File: src/rtl/alu_issue_ctrl.sv
// Issue controller between the decoder and the ALU execution units: formats operands,
// waits a fixed unit latency, captures the result and holds it until downstream takes it.
module alu_issue_ctrl #(
    parameter int unsigned UNIT_LATENCY = 1
) (
    input  logic        soc_clk,
    input  logic        reset,
    input  logic        flush,
    input  logic        in_valid,
    output logic        in_ready,
    input  logic [31:0] in_rs1,
    input  logic [31:0] in_rs2,
    input  logic [31:0] in_imm,
    input  logic        in_use_imm,
    input  logic [4:0]  in_op,
    output logic        dat_ready,
    output logic [31:0] ALU_dat1,
    output logic [31:0] ALU_dat2,
    output logic [4:0]  Instruction_to_ALU,
    input  logic [31:0] unit_result,
    output logic        res_valid,
    input  logic        res_ready,
    output logic [31:0] res_data,
    output logic [4:0]  res_op
);

    // state  | meaning
    // IDLE   | no operation held, ready to accept
    // EXEC   | operands driven to the units, counting unit latency
    // DONE   | result captured, waiting for res_ready
    localparam logic [1:0] S_IDLE = 2'd0;
    localparam logic [1:0] S_EXEC = 2'd1;
    localparam logic [1:0] S_DONE = 2'd2;

    localparam logic [3:0] LAT   = 4'(UNIT_LATENCY);
    localparam logic [4:0] OP_SLL = 5'd8;
    localparam logic [4:0] OP_SRL = 5'd12;
    localparam logic [4:0] OP_SRA = 5'd13;

    logic [1:0]  state_q, state_d;
    logic [3:0]  cnt_q, cnt_d;
    logic [31:0] dat1_q, dat1_d;
    logic [31:0] dat2_q, dat2_d;
    logic [4:0]  op_q, op_d;
    logic [31:0] res_data_q, res_data_d;
    logic [4:0]  res_op_q, res_op_d;

    logic [31:0] operand2;
    logic [31:0] operand2_fmt;
    logic        is_shift;

    assign operand2     = in_use_imm ? in_imm : in_rs2;
    assign is_shift     = (in_op == OP_SLL) || (in_op == OP_SRL) || (in_op == OP_SRA);
    assign operand2_fmt = is_shift ? {27'b0, operand2[4:0]} : operand2;

    assign in_ready = !reset && ((state_q == S_IDLE) || ((state_q == S_DONE) && res_ready));

    always_comb begin
        state_d    = state_q;
        cnt_d      = cnt_q;
        dat1_d     = dat1_q;
        dat2_d     = dat2_q;
        op_d       = op_q;
        res_data_d = res_data_q;
        res_op_d   = res_op_q;
        if (flush) begin
            state_d = S_IDLE;
            cnt_d   = 4'd0;
        end else begin
            case (state_q)
                S_IDLE: begin
                    if (in_valid) begin
                        dat1_d  = in_rs1;
                        dat2_d  = operand2_fmt;
                        op_d    = in_op;
                        cnt_d   = 4'd0;
                        state_d = S_EXEC;
                    end
                end
                S_EXEC: begin
                    if (cnt_q == LAT) begin
                        res_data_d = unit_result;
                        res_op_d   = op_q;
                        state_d    = S_DONE;
                    end else begin
                        cnt_d = cnt_q + 4'd1;
                    end
                end
                S_DONE: begin
                    // Accepting straight out of DONE keeps the issue stream bubble-free
                    if (res_ready) begin
                        if (in_valid) begin
                            dat1_d  = in_rs1;
                            dat2_d  = operand2_fmt;
                            op_d    = in_op;
                            cnt_d   = 4'd0;
                            state_d = S_EXEC;
                        end else begin
                            cnt_d   = 4'd0;
                            state_d = S_IDLE;
                        end
                    end
                end
                default: begin
                    cnt_d   = 4'd0;
                    state_d = S_IDLE;
                end
            endcase
        end
    end

    always_ff @(posedge soc_clk) begin
        if (reset) begin
            state_q    <= S_IDLE;
            cnt_q      <= 4'd0;
            dat1_q     <= 32'h0;
            dat2_q     <= 32'h0;
            op_q       <= 5'h0;
            res_data_q <= 32'h0;
            res_op_q   <= 5'h0;
        end else begin
            state_q    <= state_d;
            cnt_q      <= cnt_d;
            dat1_q     <= dat1_d;
            dat2_q     <= dat2_d;
            op_q       <= op_d;
            res_data_q <= res_data_d;
            res_op_q   <= res_op_d;
        end
    end

    assign dat_ready          = (state_q == S_EXEC);
    assign res_valid          = (state_q == S_DONE);
    assign ALU_dat1           = dat1_q;
    assign ALU_dat2           = dat2_q;
    assign Instruction_to_ALU = op_q;
    assign res_data           = res_data_q;
    assign res_op             = res_op_q;

endmodule

File: config.mk
export PLATFORM = sky130hd
export DESIGN_NAME = alu_issue_ctrl
export DESIGN_NICKNAME = d
export VERILOG_FILES = /design/src/rtl/alu_issue_ctrl.sv
export SDC_FILE = /design/constraint.sdc
export NUM_CORES = 1
export LEC_CHECK = 0
export CAP_MARGIN = 10
export CORE_AREA = 2 2 110 112
export CTS_CLUSTER_SIZE = 20
export DETAILED_ROUTE_END_ITERATION = 10
export DIE_AREA = 0 0 112 114
export GPL_ROUTABILITY_DRIVEN = 0
export PLACE_DENSITY_LB_ADDON = 0.2
export REMOVE_ABC_BUFFERS = 1
export SKIP_LAST_GASP = 1
export SYNTH_ARGS = -nofsm -noshare
export SYNTH_HDL_FRONTEND = slang
export SYNTH_SLANG_ARGS = --single-unit
File: constraint.sdc
create_clock -name soc_clk -period 4.38 [get_ports soc_clk]
set_input_delay 0.876 -clock soc_clk [delete_from_list [all_inputs] [get_ports soc_clk]]
set_output_delay 0.876 -clock soc_clk [all_outputs]
set_load 0.005 [all_outputs]
* Word level (Yosys, flattened, before mapping)
Cells that the tools add are included. W data, S select, Z words.
Storage, ports and cells: flip-flop bits (word level) 112, input port bits 139, output and inout bits 109, word-level logic and storage cells 52
Operators by class: add/subtract/negate cells 1, equality and inequality tests 10, multiplexer cells 20, bitwise gates (word level) 1, reductions and logical operators 13
Operator list (number):
- $mux W32 | 6
- $pmux W32 S2 | 2
- $eq A5 B4 Y1 const B | 3
- $mux W4 | 3
- $pmux W4 S3 | 1
- $reduce_and A3 Y1 | 4
- $mux W5 | 2
- $pmux W5 S2 | 1
- $mux W2 | 3
- $pmux W2 S3 | 1
- $add A4 B1 Y4 const B | 1
- $eq A4 B1 Y1 const B | 1
- $ne A2 B1 Y1 const B | 2
- $ne A2 B2 Y1 const B | 2
- $logic_or A1 B1 Y1 | 3
- $eq A2 B1 Y1 const B | 1
- $eq A2 B2 Y1 const B | 1
- $logic_and A1 B1 Y1 | 2
- $logic_not A2 Y1 | 1
- $reduce_bool A2 Y1 | 1
- $reduce_or A2 Y1 | 1
- $logic_not A1 Y1 | 1
- $mux W1 | 1
- $not A1 Y1 | 1

* Logic depth before layout (Yosys ltp)
word-level depth 7, depth in mapped cells 6, mapped depth without buffers 5

* Worst setup path before layout
OpenSTA, ideal clock, no wires.
path kind input to output, start input reset, end output in_ready, data arrival time 1772 ps, required time 3504 ps, setup slack 1732 ps, stages on the path 4, path buffers 3, path through clkbuf_1 -> clkbuf_1 -> clkbuf_1 -> nor3_1
On the way: cells in the longest elaborated chain, start to end 2
Ends and longest elaborated chain:
- from (decl) | RTL line 7 | input logic reset,
- $logic_not A1 Y1 | RTL line 56 | assign in_ready = !reset && ((state_q == S_IDLE) || ((state_q == S_DONE) && res_ready));
- $logic_and A1 B1 Y1 | RTL line 56
- to (decl) | RTL line 10 | output logic in_ready,
No other way between the ends.

* Final worst setup path
start input res_ready, end output in_ready
On the way: cells in the longest elaborated chain, start to end 3
Ends and longest elaborated chain:
- from (decl) | RTL line 22 | input logic res_ready,
- $logic_and A1 B1 Y1 | RTL line 56
- $logic_or A1 B1 Y1 | RTL line 56
- $logic_and A1 B1 Y1 | RTL line 56
No other way between the ends.

==> flow_summary_export.csv <==
group,metric,value,unit
outcome,status,"finished, final reports clean",
worst_setup_path,critPathMaxStageDelay,0.57,ns
logic_synthesis,syn_inst,564,
power,p_per_area,291,mW/mm^2
routing,drt_iter0_markers,401,
sta,rsz0062_at_grt,"no",
sta,slew_violations,0,
clocking,numCtsBuffers,9,
clocking,cts_root_buf,"clkbuf_16",
power,ir_drop,179,uV
sta,period_share,0.699,
floorplan,rows,40,
placed_design,hpwlAfterDp,10.8,mm
worst_setup_path,crit_required,3.50,ns
power,p_int,1.73,mW
hold_path,hold_class,"flip-flop to flip-flop",
floorplan,die_x,112,um
power,p_comb_frac,0.155,
power,p_sw_frac,0.238,
power,p_leak,2.74,nW
logic_synthesis,yosysSeqAreaShare,0.447,
sta,finalHoldViolCount,0,
placed_design,place_ws,1.25,ns
hold_path,holdPathStages,2,
global_routing,overflow,0,
clocking,cts_max_level,3,
global_routing,antenna_found_initial,0,
logic_synthesis,syn_area,0.00502,sq mm
floorplan,io_pins,248,
logic_synthesis,synth_cell_types,34,
sta,fmax,326,MHz
floorplan,core,0.0117,sq mm
clocking,cts_tree,"done",
routing,routed_wl,15.7,mm
global_routing,grt_start_max_net_pins,80,
job,drv_cap,0,
power,total_power,2.27,mW
worst_setup_path,worst-setup-path-type,"input pin to output pin",
clocking,cts_buffer_depth,2,
layout,final_util,0.665,
sta,setup_viol,0,
clocking,clock-sinks,112,
layout,drive_gt1_frac,0.0726,
routing,drt.antenna.violating_nets,0,
power,clockPowerShare,0.373,
power,seqPwrFrac,0.471,
sta,setup_ws,1.32,ns
routing,vias,5083,
worst_setup_path,r2r_cells,3,
layout,final_area,0.00778,sq mm
clocking,cts_hold_buf,0,
routing,wl_per_cell,17.1,um
worst_setup_path,end_kind,"output pin",
sta,skew,0.00685,ns
placed_design,port_buffers,247,
layout,final_cell_mix,"clkdlybuf4s50_1 (245), dfxtp_1 (112), o21ai_0 (97)",
global_routing,grt_pass1_vias,4887,
floorplan,start_util,0.429,
sta,worstMarginPinSlew,1.17,ns
worst_setup_path,crit_top_cell,"clkdlybuf4s50_1",
clocking,post_cts_buffers,0,
routing,drc_errors,0,
layout,syn_to_final_growth,55.0,%
sta,hold_slack,0.475,ns
logic_synthesis,ys_ff_latch,112,
worst_setup_path,critPathLaunchType,"input pin",
worst_setup_path,worstPathArrival,2.19,ns
sta,max_slew_margin,0.219,
clocking,cts.clk_slew.worst_paths,0.07,ns
layout,final_common_cell,"clkdlybuf4s50_1",
placed_design,dp.cells,902,
sta,finalCriticalPeriod,3.06,ns
floorplan,die_h,114,um
placed_design,placed_cell_area,0.00748,sq mm
global_routing,grt_pass1_wl,24.8,mm
floorplan,die-area,0.0128,sq mm
layout,fin_nets,907,
sta,setup_tns,0,ns
layout,antenna_cells,0,
worst_setup_path,cp_max_fo,4,
routing,drtPass1Iterations,5,
layout,stdcell_count,918,
logic_synthesis,synth_warnings,0,
logic_synthesis,syn_avg_cell_area,8.90,sq um
worst_setup_path,crit_chain,"clkdlybuf4s50_1 > nor2b_4 > nor3_1 > clkdlybuf4s50_1",
routing,via_per_inst,5.54,
clocking,cts_resized,0,
power,power_switching,0.539,mW
worst_setup_path,crit_slowest_cell,"clkdlybuf4s50_1",
clocking,clkLatencyLatePin,0.35,ns
global_routing,track_usage,0.239,
==> flip-flops by register name, summed over array words and instances, names as in the netlist <==
signal	cells
ALU_dat1	32
ALU_dat2	32
res_data	32
Instruction_to_ALU	5
res_op	5
cnt_q	4
state_q	2
==> worst paths after layout <==
check / start / to / slack, ns
min reg2reg: res_data[16] / res_data[16] / 0.47
min: res_data[16] / res_data[16] / 0.47
max reg2reg: state_q[0] / ALU_dat2[4] / 2.26
max: res_ready / in_ready / 1.32
==> synth_stat cells, drive strengths merged <==
master,instances,area share
a211oi,5,0.0075
a32oi,1,0.0017
or3b,4,0.0070
clkbuf,47,0.036
nand2,1,0.0012
mux2i,33,0.066
nor3b,3,0.0077
nor4b,1,0.0030
o41ai,27,0.077
a21oi,79,0.079
nor3,1,0.0010
a31oi,4,0.0050
dfxtp,112,0.45
ha,2,0.0050
nand3,80,0.080
nand4b,1,0.0017
nor2b,31,0.039
nor2,3,0.0022
nand2b,1,0.0012
inv,3,0.0022
o21ai,101,0.10
nand3b,5,0.0075
buf,17,0.020
a22oi,1,0.0015
or2,1,0.0012
==> power by group through the flow <==
stage | Combinational, mW | Sequential, mW | Clock, mW
3_3_place_gp | 0.348 | 1.09 | 0
3_5_place_dp | 0.354 | 1.09 | 0
4_1_cts | 0.356 | 1.07 | 0.857
6_report | 0.353 | 1.07 | 0.846
5_1_grt | 0.379 | 1.07 | 0.900
2_1_floorplan | 0.0980 | 1.09 | 0
==> cell type report <==
| type | count | area, sq um |
|---|---|---|
| clock buffers | 11 | 243 |
| multi-input cells | 385 | 2520 |
| flip-flops and latches | 112 | 2240 |
| fillers | 991 | 3930 |
| repair buffers | 255 | 2520 |
| clock inverters | 5 | 63.8 |
| well taps | 147 | 184 |
| inverters | 3 | 11.3 |
==> layer usage <==
metal / global-route usage / wire [um]
met5: 0 / 0
met1: 0.289 / 6320
met2: 0.404 / 7690
met4: 0.0780 / 256
met3: 0.0781 / 1420
==> cells by family after synthesis <==
family / count (synthesis) / synth area share
AOI/OAI and AO/OA: 218 / 0.272
adders and majority gates: 2 / 0.00498
buffers and inverters: 67 / 0.0583
DFF: 112 / 0.447
muxes: 33 / 0.0658
and+or+nand+nor: 132 / 0.152
==> critical path, delay by kind of cell <==
kind,cells,cell delay [ns]
AND/OR/NAND/NOR,2,0.19
buffers and inverters,2,1.11
Note: power is estimated with default switching activity, not from simulation.
